File: src/rtl/pwm_duty_ctrl_pkg.sv
// Shared types and saturating step helper for the PWM duty front-panel controller.
package pwm_ctrl_pkg;

  localparam int DUTY_W = 8;

  typedef enum logic [2:0] {NONE, INC_F, INC_C, DEC_F, DEC_C, CONFLICT} cmd_t;
  typedef enum logic [2:0] {IDLE, DEB, FIRE, HOLD, REPEAT} state_t;

  // One extra bit of headroom so an increment near the top cannot wrap before clamping.
  function automatic logic [DUTY_W-1:0] sat_step(input logic [DUTY_W-1:0] cur,
                                                 input logic up,
                                                 input logic [DUTY_W:0] step,
                                                 input logic [DUTY_W:0] lim);
    logic [DUTY_W:0] wide;
    wide = {1'b0, cur};
    if (up) begin
      wide = wide + step;
      if (wide > lim) wide = lim;
    end else begin
      wide = (wide < step) ? '0 : wide - step;
    end
    return wide[DUTY_W-1:0];
  endfunction

endpackage

File: src/rtl/pwm_duty_ctrl_if.sv
// Button, period and duty signals between the front panel/PWM datapath and the controller.
interface pwm_duty_ctrl_if;
  import pwm_ctrl_pkg::*;

  logic              inc_n;
  logic              inc1_n;
  logic              dec_n;
  logic              dec1_n;
  logic              period_end;
  logic [DUTY_W-1:0] duty;
  logic              duty_load;
  logic [DUTY_W-1:0] target_duty;

  modport master (
    output inc_n, inc1_n, dec_n, dec1_n, period_end,
    input  duty, duty_load, target_duty
  );

  modport slave (
    input  inc_n, inc1_n, dec_n, dec1_n, period_end,
    output duty, duty_load, target_duty
  );

endinterface

File: src/rtl/pwm_duty_ctrl_btn_sync.sv
// Two-flop synchroniser for the four active-low buttons; output is active-high "pressed".
module btn_sync (
  input  logic       clkin,
  input  logic       reset,
  input  logic [3:0] btn_n,
  output logic [3:0] btn
);

  logic [3:0] s1;

  always_ff @(posedge clkin or posedge reset) begin
    if (reset) begin
      s1  <= '0;
      btn <= '0;
    end else begin
      s1  <= ~btn_n;
      btn <= s1;
    end
  end

endmodule

File: src/rtl/pwm_duty_ctrl.sv
// Debounced, auto-repeating duty target with period-boundary apply to the PWM comparator.
// state  | meaning
// IDLE   | no command held; latch a valid command
// DEB    | command must stay stable for DEBOUNCE_CYC cycles
// FIRE   | one cycle: step the target by the latched command
// HOLD   | delay after the first fire before auto-repeat
// REPEAT | auto-repeat interval between fires
module pwm_duty_ctrl
  import pwm_ctrl_pkg::*;
#(
  parameter int DEBOUNCE_CYC = 4,
  parameter int REPEAT_DLY   = 16,
  parameter int REPEAT_RATE  = 4,
  parameter int FINE_STEP    = 1,
  parameter int COARSE_STEP  = 10,
  parameter int DUTY_MAX     = 100,
  parameter int DUTY_RST     = 50
) (
  input  logic            clkin,
  input  logic            reset,
  pwm_duty_ctrl_if.slave  bus
);

  localparam int CNT_MAX = (REPEAT_DLY > DEBOUNCE_CYC)
                         ? ((REPEAT_DLY > REPEAT_RATE) ? REPEAT_DLY : REPEAT_RATE)
                         : ((DEBOUNCE_CYC > REPEAT_RATE) ? DEBOUNCE_CYC : REPEAT_RATE);
  localparam int CNT_W = $clog2(CNT_MAX + 1);
  localparam int WW    = DUTY_W + 1;

  localparam logic [CNT_W-1:0]  DEB_TC  = CNT_W'(DEBOUNCE_CYC - 1);
  localparam logic [CNT_W-1:0]  DLY_TC  = CNT_W'(REPEAT_DLY - 1);
  localparam logic [CNT_W-1:0]  RATE_TC = CNT_W'(REPEAT_RATE - 1);
  localparam logic [WW-1:0]     FSTEP   = WW'(FINE_STEP);
  localparam logic [WW-1:0]     CSTEP   = WW'(COARSE_STEP);
  localparam logic [WW-1:0]     LIM     = WW'(DUTY_MAX);
  localparam logic [DUTY_W-1:0] RST_V   = DUTY_W'(DUTY_RST);

  logic [3:0]        btn;
  cmd_t              cmd, lcmd, lcmd_nx;
  state_t            state, state_nx;
  logic [CNT_W-1:0]  cnt, cnt_nx;
  logic              rep, rep_nx, fire;
  logic [DUTY_W-1:0] target, duty, tgt_fire, tgt_nx, duty_nx;
  logic              duty_load, pending, pending_nx, apply;
  logic              up;
  logic [WW-1:0]     step;

  // btn bit order: {dec1, dec, inc1, inc}
  btn_sync u_sync (
    .clkin (clkin),
    .reset (reset),
    .btn_n ({bus.dec1_n, bus.dec_n, bus.inc1_n, bus.inc_n}),
    .btn   (btn)
  );

  always_comb begin
    cmd = NONE;
    if ((btn[0] | btn[1]) && (btn[2] | btn[3])) cmd = CONFLICT;
    else if (btn[1])                            cmd = INC_C;
    else if (btn[0])                            cmd = INC_F;
    else if (btn[3])                            cmd = DEC_C;
    else if (btn[2])                            cmd = DEC_F;
  end

  always_comb begin
    state_nx = state;
    lcmd_nx  = lcmd;
    cnt_nx   = cnt + 1'b1;
    rep_nx   = rep;
    fire     = 1'b0;
    case (state)
      IDLE: begin
        cnt_nx = '0;
        if (cmd != NONE && cmd != CONFLICT) begin
          lcmd_nx  = cmd;
          state_nx = DEB;
        end
      end
      DEB: begin
        if (cmd != lcmd) begin
          state_nx = IDLE;
          cnt_nx   = '0;
        end else if (cnt == DEB_TC) begin
          state_nx = FIRE;
          cnt_nx   = '0;
        end
      end
      FIRE: begin
        fire     = 1'b1;
        cnt_nx   = '0;
        rep_nx   = 1'b1;
        state_nx = rep ? REPEAT : HOLD;
      end
      HOLD, REPEAT: begin
        if (cmd != lcmd) begin
          state_nx = IDLE;
          cnt_nx   = '0;
          rep_nx   = 1'b0;
        end else if (cnt == ((state == HOLD) ? DLY_TC : RATE_TC)) begin
          state_nx = FIRE;
          cnt_nx   = '0;
        end
      end
      default: begin
        state_nx = IDLE;
        cnt_nx   = '0;
        rep_nx   = 1'b0;
      end
    endcase
  end

  // Apply uses the registered target, so a same-cycle FIRE waits for the next boundary.
  always_comb begin
    up         = (lcmd == INC_F) || (lcmd == INC_C);
    step       = ((lcmd == INC_C) || (lcmd == DEC_C)) ? CSTEP : FSTEP;
    tgt_fire   = sat_step(target, up, step, LIM);
    apply      = bus.period_end && pending;
    duty_nx    = apply ? target : duty;
    tgt_nx     = fire ? tgt_fire : target;
    pending_nx = pending;
    if (apply) pending_nx = 1'b0;
    if (fire && (tgt_fire != duty_nx)) pending_nx = 1'b1;
  end

  always_ff @(posedge clkin or posedge reset) begin
    if (reset) begin
      state     <= IDLE;
      lcmd      <= NONE;
      cnt       <= '0;
      rep       <= 1'b0;
      target    <= RST_V;
      duty      <= RST_V;
      duty_load <= 1'b0;
      pending   <= 1'b0;
    end else begin
      state     <= state_nx;
      lcmd      <= lcmd_nx;
      cnt       <= cnt_nx;
      rep       <= rep_nx;
      target    <= tgt_nx;
      duty      <= duty_nx;
      duty_load <= apply;
      pending   <= pending_nx;
    end
  end

  assign bus.duty        = duty;
  assign bus.duty_load   = duty_load;
  assign bus.target_duty = target;

endmodule
File: src/flat_wrapper.sv
// flat-port wrapper written by rule: the top's interface ports become plain ports
module pwm_duty_ctrl_flat import pwm_ctrl_pkg::*;
#(
  parameter int DEBOUNCE_CYC = 4,
  parameter int REPEAT_DLY   = 16,
  parameter int REPEAT_RATE  = 4,
  parameter int FINE_STEP    = 1,
  parameter int COARSE_STEP  = 10,
  parameter int DUTY_MAX     = 100,
  parameter int DUTY_RST     = 50
)
  (clkin, reset, bus_inc_n, bus_inc1_n, bus_dec_n, bus_dec1_n, bus_period_end, bus_duty, bus_duty_load, bus_target_duty);
  pwm_duty_ctrl_if bus_i ();
  input  logic clkin;
  input  logic reset;
  input wire logic [$bits(bus_i.inc_n)-1:0] bus_inc_n;
  input wire logic [$bits(bus_i.inc1_n)-1:0] bus_inc1_n;
  input wire logic [$bits(bus_i.dec_n)-1:0] bus_dec_n;
  input wire logic [$bits(bus_i.dec1_n)-1:0] bus_dec1_n;
  input wire logic [$bits(bus_i.period_end)-1:0] bus_period_end;
  output wire logic [$bits(bus_i.duty)-1:0] bus_duty;
  output wire logic [$bits(bus_i.duty_load)-1:0] bus_duty_load;
  output wire logic [$bits(bus_i.target_duty)-1:0] bus_target_duty;
  assign bus_i.inc_n = bus_inc_n;
  assign bus_i.inc1_n = bus_inc1_n;
  assign bus_i.dec_n = bus_dec_n;
  assign bus_i.dec1_n = bus_dec1_n;
  assign bus_i.period_end = bus_period_end;
  assign bus_duty = bus_i.duty;
  assign bus_duty_load = bus_i.duty_load;
  assign bus_target_duty = bus_i.target_duty;
  pwm_duty_ctrl #(.DEBOUNCE_CYC(DEBOUNCE_CYC), .REPEAT_DLY(REPEAT_DLY), .REPEAT_RATE(REPEAT_RATE), .FINE_STEP(FINE_STEP), .COARSE_STEP(COARSE_STEP), .DUTY_MAX(DUTY_MAX), .DUTY_RST(DUTY_RST)) u_core (.clkin(clkin), .reset(reset), .bus(bus_i));
endmodule
File: config.mk
export PLATFORM = sky130hd
export DESIGN_NAME = pwm_duty_ctrl_flat
export DESIGN_NICKNAME = d
export VERILOG_FILES = /design/src/rtl/pwm_duty_ctrl_pkg.sv /design/src/rtl/pwm_duty_ctrl_if.sv /design/src/rtl/pwm_duty_ctrl_btn_sync.sv /design/src/rtl/pwm_duty_ctrl.sv /design/src/flat_wrapper.sv
export SDC_FILE = /design/constraint.sdc
export NUM_CORES = 1
export LEC_CHECK = 0
export CAP_MARGIN = 10
export CORE_MARGIN = 5
export CORE_UTILIZATION = 40
export CTS_BUF_LIST = sky130_fd_sc_hd__clkbuf_8
export CTS_CLUSTER_SIZE = 20
export DETAILED_ROUTE_END_ITERATION = 8
export MAX_ROUTING_LAYER = met4
export PLACE_DENSITY = 0.7
export SLEW_MARGIN = 20
export SYNTH_ARGS = -nofsm -noshare
export SYNTH_HDL_FRONTEND = slang
export SYNTH_SLANG_ARGS = --single-unit
File: constraint.sdc
create_clock -name clkin -period 9 [get_ports clkin]
set_input_delay 0.9 -clock clkin [delete_from_list [all_inputs] [get_ports clkin]]
set_output_delay 0.9 -clock clkin [all_outputs]
set_load 0.005 [all_outputs]
# == Yosys cells after proc, flatten, opt, wreduce, memory -nomap -nowiden ==
# Index checks and enable logic that the tools add are counted.
# totals
wordCells,77
input_bits,7
out_inout_bits,17
ff_bits,38
# op_classes
reduce_logical,14
order_cmp,2
eq_ne,16
addsub,3
n_mux,28
bitwise_logic,4
# ops
operator,count
$mux W8,4
$mux W3,10
$mux W5,4
$pmux W3 S4,1
$pmux W5 S2,1
$add A8 B4 Y9,1
$eq A3 B2 Y1 const B,3
$gt A9 B7 Y1 const B,1
$lt A8 B9 Y1,1
$mux W4,2
$ne A8 B8 Y1,1
$sub A8 B8 Y8,1
$eq A3 B1 Y1 const B,2
$eq A3 B3 Y1 const B,2
$ne A3 B1 Y1 const B,2
$add A5 B1 Y5 const B,1
$eq A5 B2 Y1 const B,1
$eq A5 B5 Y1,1
$logic_and A1 B1 Y1,4
$mux W1,4
$ne A2 B1 Y1 const B,2
$not A4 Y4,1
$reduce_and A2 Y1,2
$reduce_or A2 Y1,2
other kinds (11),13

# == Longest topological paths before layout ==
# logic_depth
word_depth,10
depth_mapped,15
ltp_nobuf,13

# == By module ==
# A second synthesis with hierarchy kept.
# unflattened
cells_unflattened,279
area_unflattened_um2,2432.3
# by_module_without_submodules
module,seq_area_each_um2,cells_per_inst,instances,area_per_inst_um2
pwm_duty_ctrl,758.2,266,1,2213.4
btn_sync,200.2,13,1,219.0

# == Worst setup path after synthesis ==
# No wires, ideal clock.
# synth_timing
path_kind,reg2reg
startpoint,register u_core.lcmd[2]
endpoint,register u_core.pending
path_buffers,2
setup_ps,139
synth_period_minus_slack_ps,4035
required_ps,8861
path_slack_ps,4965
path_stages_with_launch,16
arrival_time_ps,3896
path_cell_list,dfrtp_1 -> clkbuf_1 -> xor2_1 -> nor2b_1 -> inv_1 -> ha_1 -> fa_1 -> buf_2 -> a31oi_1 -> o21a_1 -> o211ai_1 -> a22o_1 -> a211oi_4 -> mux2i_1 -> a21oi_1 -> or4_1
# synth_via
elab_chain_cells,10
word_cells_on_any_way,17
cone_classes,2 x add/sub; 2 x order compare; 4 x eq/ne; 5 x mux; 4 x reduce/logical
# synth_rtl
item,line,text
"start, declared",pwm_duty_ctrl.sv:39,"cmd_t cmd, lcmd, lcmd_nx;"
"start signal, assigned",pwm_duty_ctrl.sv:137,lcmd <= lcmd_nx;
$eq A3 B2 Y1 or $eq A3 B3 Y1 (tied branches),"pwm_duty_ctrl.sv:114, pwm_duty_ctrl.sv:115",
$logic_or A1 B1 Y1,pwm_duty_ctrl.sv:115,step = ((lcmd == INC_C) || (lcmd == DEC_C)) ? CSTEP : FSTEP;
$mux W4,pwm_duty_ctrl.sv:115,
$add A8 B4 Y9,pwm_duty_ctrl_pkg.sv:17,wide = wide + step;
$gt A9 B7 Y1,pwm_duty_ctrl_pkg.sv:18,if (wide > lim) wide = lim;
$mux W8,pwm_duty_ctrl_pkg.sv:18,
$mux W8 *,pwm_duty_ctrl_pkg.sv:16,if (up) begin
$ne A8 B8 Y1 *,pwm_duty_ctrl.sv:122,if (fire && (tgt_fire != duty_nx)) pending_nx = 1'b1;
$logic_and A1 B1 Y1 *,pwm_duty_ctrl.sv:122,
$mux W1 or $reduce_bool A2 Y1 (tied branches),n/a,
"end signal, assigned",pwm_duty_ctrl.sv:143,pending <= pending_nx;
"end, declared",pwm_duty_ctrl.sv:44,"logic duty_load, pending, pending_nx, apply;"
# Every way passes the cells marked *; elsewhere a longest branch is shown, timed or not.
# A chain may end at the register's enable or synchronous reset.

# == Final worst setup path ==
# Same ends and word-level chain as after synthesis.

==> results.py <==
metrics = {
    "run_status": {
        "status": "completed",
    },
    "worst_setup_path": {
        "worstSetupPathType": "flip-flop to flip-flop",
        "worstPathRequired_ps": 9170,
        "regToRegSetupSlack_ps": 4620,
        "setup.worst_path.start_class": "flip-flop",
        "slowest_stage": "fa_1",
        "crit_chain": "xor2_1 -> nor2b_1 -> inv_1 -> ha_1 -> fa_1 -> a31oi_1 -> o21a_1 -> o211ai_1 -> a22o_1 -> a211oi_4 -> mux2i_1 -> a21oi_1 -> or4_1",
        "slowest_delay_ps": 510,
        "path_max_fanout": 9,
        "end_kind": "flip-flop",
        "arrival_ps": 4540,
    },
    "grt": {
        "grt_use_total": 0.154,
        "first_global_vias": 2084,
        "grt_pass1_wl_mm": 10.2,
        "grt_max_degree": 39,
        "overflow": 0,
        "antenna_found_initial": 0,
    },
    "pwr": {
        "powerDensity_nw_per_um2": 406,
        "peakVddDrop_v": 0.000186,
        "power_mw": 1.21,
        "leakagePower_nw": 1.24,
    },
    "logic_synthesis": {
        "synth_warnings": 0,
        "syn_inst": 294,
        "synth_nets": 312,
        "synth_edf_count": 0,
        "async_flop_share": 1.00,
        "ys_types": 60,
        "syn_area_um2": 2640,
        "synth.top_cell.area_share": 0.304,
        "ys_ff_latch": 38,
        "yosysSeqAreaShare": 0.364,
        "synth_top_cell_by_area": "dfrtp_1",
        "postSynthAreaPerCell_um2": 8.97,
        "ys.flop_type": "dfrtp_1",
        "synth_area_leaders": "dfrtp_1 (30%), dfstp_2 (6.0%), ha_1 (4.3%)",
    },
    "placed_design": {
        "pre_cts_ws_ps": 4660,
        "dpl_cell_area_um2": 2870,
        "dp.cells": 376,
        "gp_congestion": 0.962,
        "post-dp-hpwl_mm": 4.50,
        "io_buffers": 23,
    },
    "cts": {
        "cts_buffer_depth": 2,
        "ctsHoldBuffers": 0,
        "clock_latency_ps": 290,
        "post_cts_buffers": 0,
        "cts.sinks": 38,
        "cts.clk_slew.worst_paths_ps": 80,
        "htree_levels": 2,
        "clock-root-buffer": "clkbuf_8",
        "post_cts_resized": 0,
        "numCtsBuffers": 5,
        "cts_tree": "done",
    },
    "worst_hold_path": {
        "hold_path_class": "flip-flop to flip-flop",
    },
    "sta": {
        "worst_slew_pin_slew_ps": 690,
        "final.setup.tns_ps": 0,
        "rsz0062_at_grt": "false",
        "worst_slack_ps": 4620,
        "final-max-slew-violation-count": 0,
        "period_minus_slack_ps": 4380,
        "setup-violations-final": 0,
        "finClkSkew_ps": 5.26,
        "fmax_mhz": 229,
        "hold_viol": 0,
        "max_slew_margin": 0.540,
        "period_share": 0.486,
    },
    "floorplan": {
        "num_rows": 29,
        "io_pins": 24,
        "die_h_um": 91.2,
        "initial_core_util": 0.413,
        "dieArea_um2": 8310,
        "die-width_um": 91.2,
        "coreArea_um2": 6390,
    },
    "drt": {
        "drt_wl_total_mm": 6.03,
        "drt_iter0_drc": 133,
        "viasPerCell": 5.83,
        "avgRoutedWirePerCell_um": 15.7,
        "drc": 0,
        "drt-pass1-iter-count": 5,
        "num_vias": 2238,
        "antenna_left": 0,
    },
    "cells_and_area": {
        "design_area_um2": 2980,
        "n_fill_cell": 601,
        "antennaDiodeCount": 0,
        "multi_input_area_um2": 1520,
        "syn_to_final_growth_pct": 13.0,
        "nets": 324,
        "instances_no_fill": 384,
        "seqCellArea_um2": 958,
        "final_cell_mix": "dfrtp_1 (32), nand2_1 (27), clkdlybuf4s50_1 (23)",
        "final_common_cell": "dfrtp_1",
        "drive_gt1_frac": 0.111,
    },
    "job": {
        "max_cap_viol_count": 0,
    },
}
==> state kept, by name, summed over array words and instances, names as in the netlist <==
| name | flops |
|---|---|
| u_core.lcmd | 3 |
| u_core.bus.target_duty | 8 |
| u_core.state | 3 |
| u_core.pending | 1 |
| u_core.bus.duty | 8 |
| u_core.rep | 1 |
| u_core.u_sync.s1 | 4 |
| u_core.cnt | 5 |
| u_core.u_sync.btn | 4 |
| u_core.bus.duty_load | 1 |
==> synth_stat cells, drive strengths merged, types with 2 or more instances <==
cell,instances
a211oi,5
a22o,2
xnor2,9
o21ai,22
fa,2
o31ai,4
nor3b,3
dfstp,6
nand3,9
nand2,27
nor2,19
nand2b,2
a21oi,18
mux2,3
inv,17
or3,4
a22oi,3
or2,5
dfrtp,32
xor2,7
clkbuf,11
ha,9
buf,8
o22ai,5
nor3,6
and2,5
or4,4
and3,3
o22a,3
o211ai,3
nor4,4
a31oi,7
mux2i,8
nor2b,6
==> per-stage QoR <==
stage | hold WS, ps | utilization
2_1_floorplan | 331 | -
3_3_place_gp | 332 | 0.450
3_5_place_dp | 335 | 0.450
4_1_cts | 353 | 0.466
5_1_grt | 369 | 0.466
6_report | 350 | 0.466
==> worst max-delay path, delay by kind of cell, from the launching register on <==
kind / cells / cell delay (ps)
adder cells (fa/ha/maj): 2 / 790
AND/OR/NAND/NOR: 2 / 960
buffers and inverters: 1 / 210
multiplexers: 1 / 250
flip-flops: 1 / 490
AO/OA/AOI/OAI: 6 / 1400
XOR/XNOR: 1 / 150
==> logic make-up after synthesis <==
family,after synthesis,share of synthesized area
adders and majority gates,11,0.0579
muxes,11,0.0432
AOI/OAI and AO/OA,83,0.221
xor gates and xnor gates,16,0.0532
and+or+nand+nor,99,0.200
buffers and inverters,36,0.0617
DFF,38,0.364
==> metal layers <==
layer,GRT usage,wire [um]
met5,-,0
met3,0.0289,356
met2,0.249,2870
met1,0.191,2700
met4,0.0538,102
==> final cells by class <==
cell class | instances | share of cell area
Multi-Input combinational cell | 220 | 0.509
Sequential cell | 38 | 0.322
Timing Repair Buffer | 24 | 0.0798
Tap cell | 77 | 0.0324
Clock buffer | 5 | 0.0231
Inverter | 17 | 0.0214
Clock inverter | 3 | 0.0126
==> worst paths after layout <==
| check | cells after the start | startpoint | end |
|---|---|---|---|
| setup / recovery | 13 | u_core.lcmd[2]$_DFFE_PP0P_ | u_core.pending$_DFFE_PP0P_ |
| hold / removal | 0 | u_core.u_sync.s1[0]$_DFF_PP0_ | u_core.u_sync.btn[0]$_DFF_PP0_ |
| setup reg to reg | 13 | u_core.lcmd[2]$_DFFE_PP0P_ | u_core.pending$_DFFE_PP0P_ |
| hold reg to reg | 0 | u_core.u_sync.s1[0]$_DFF_PP0_ | u_core.u_sync.btn[0]$_DFF_PP0_ |
| max in group asynchronous | 3 | reset | u_core.bus.duty[5]$_DFF_PP1_ |
| min in group asynchronous | 3 | reset | u_core.bus.duty[2]$_DFF_PP0_ |
==> power by group <==
group	switching (mW)	leakage, nW	internal (mW)	total [mW]
clock	0.0612	0.0607	0.0807	0.142
sequential	0.0753	0.474	0.223	0.298
combinational	0.439	0.709	0.330	0.769
total	0.575	1.24	0.633	1.21
Power figures use the tool's default switching activity.
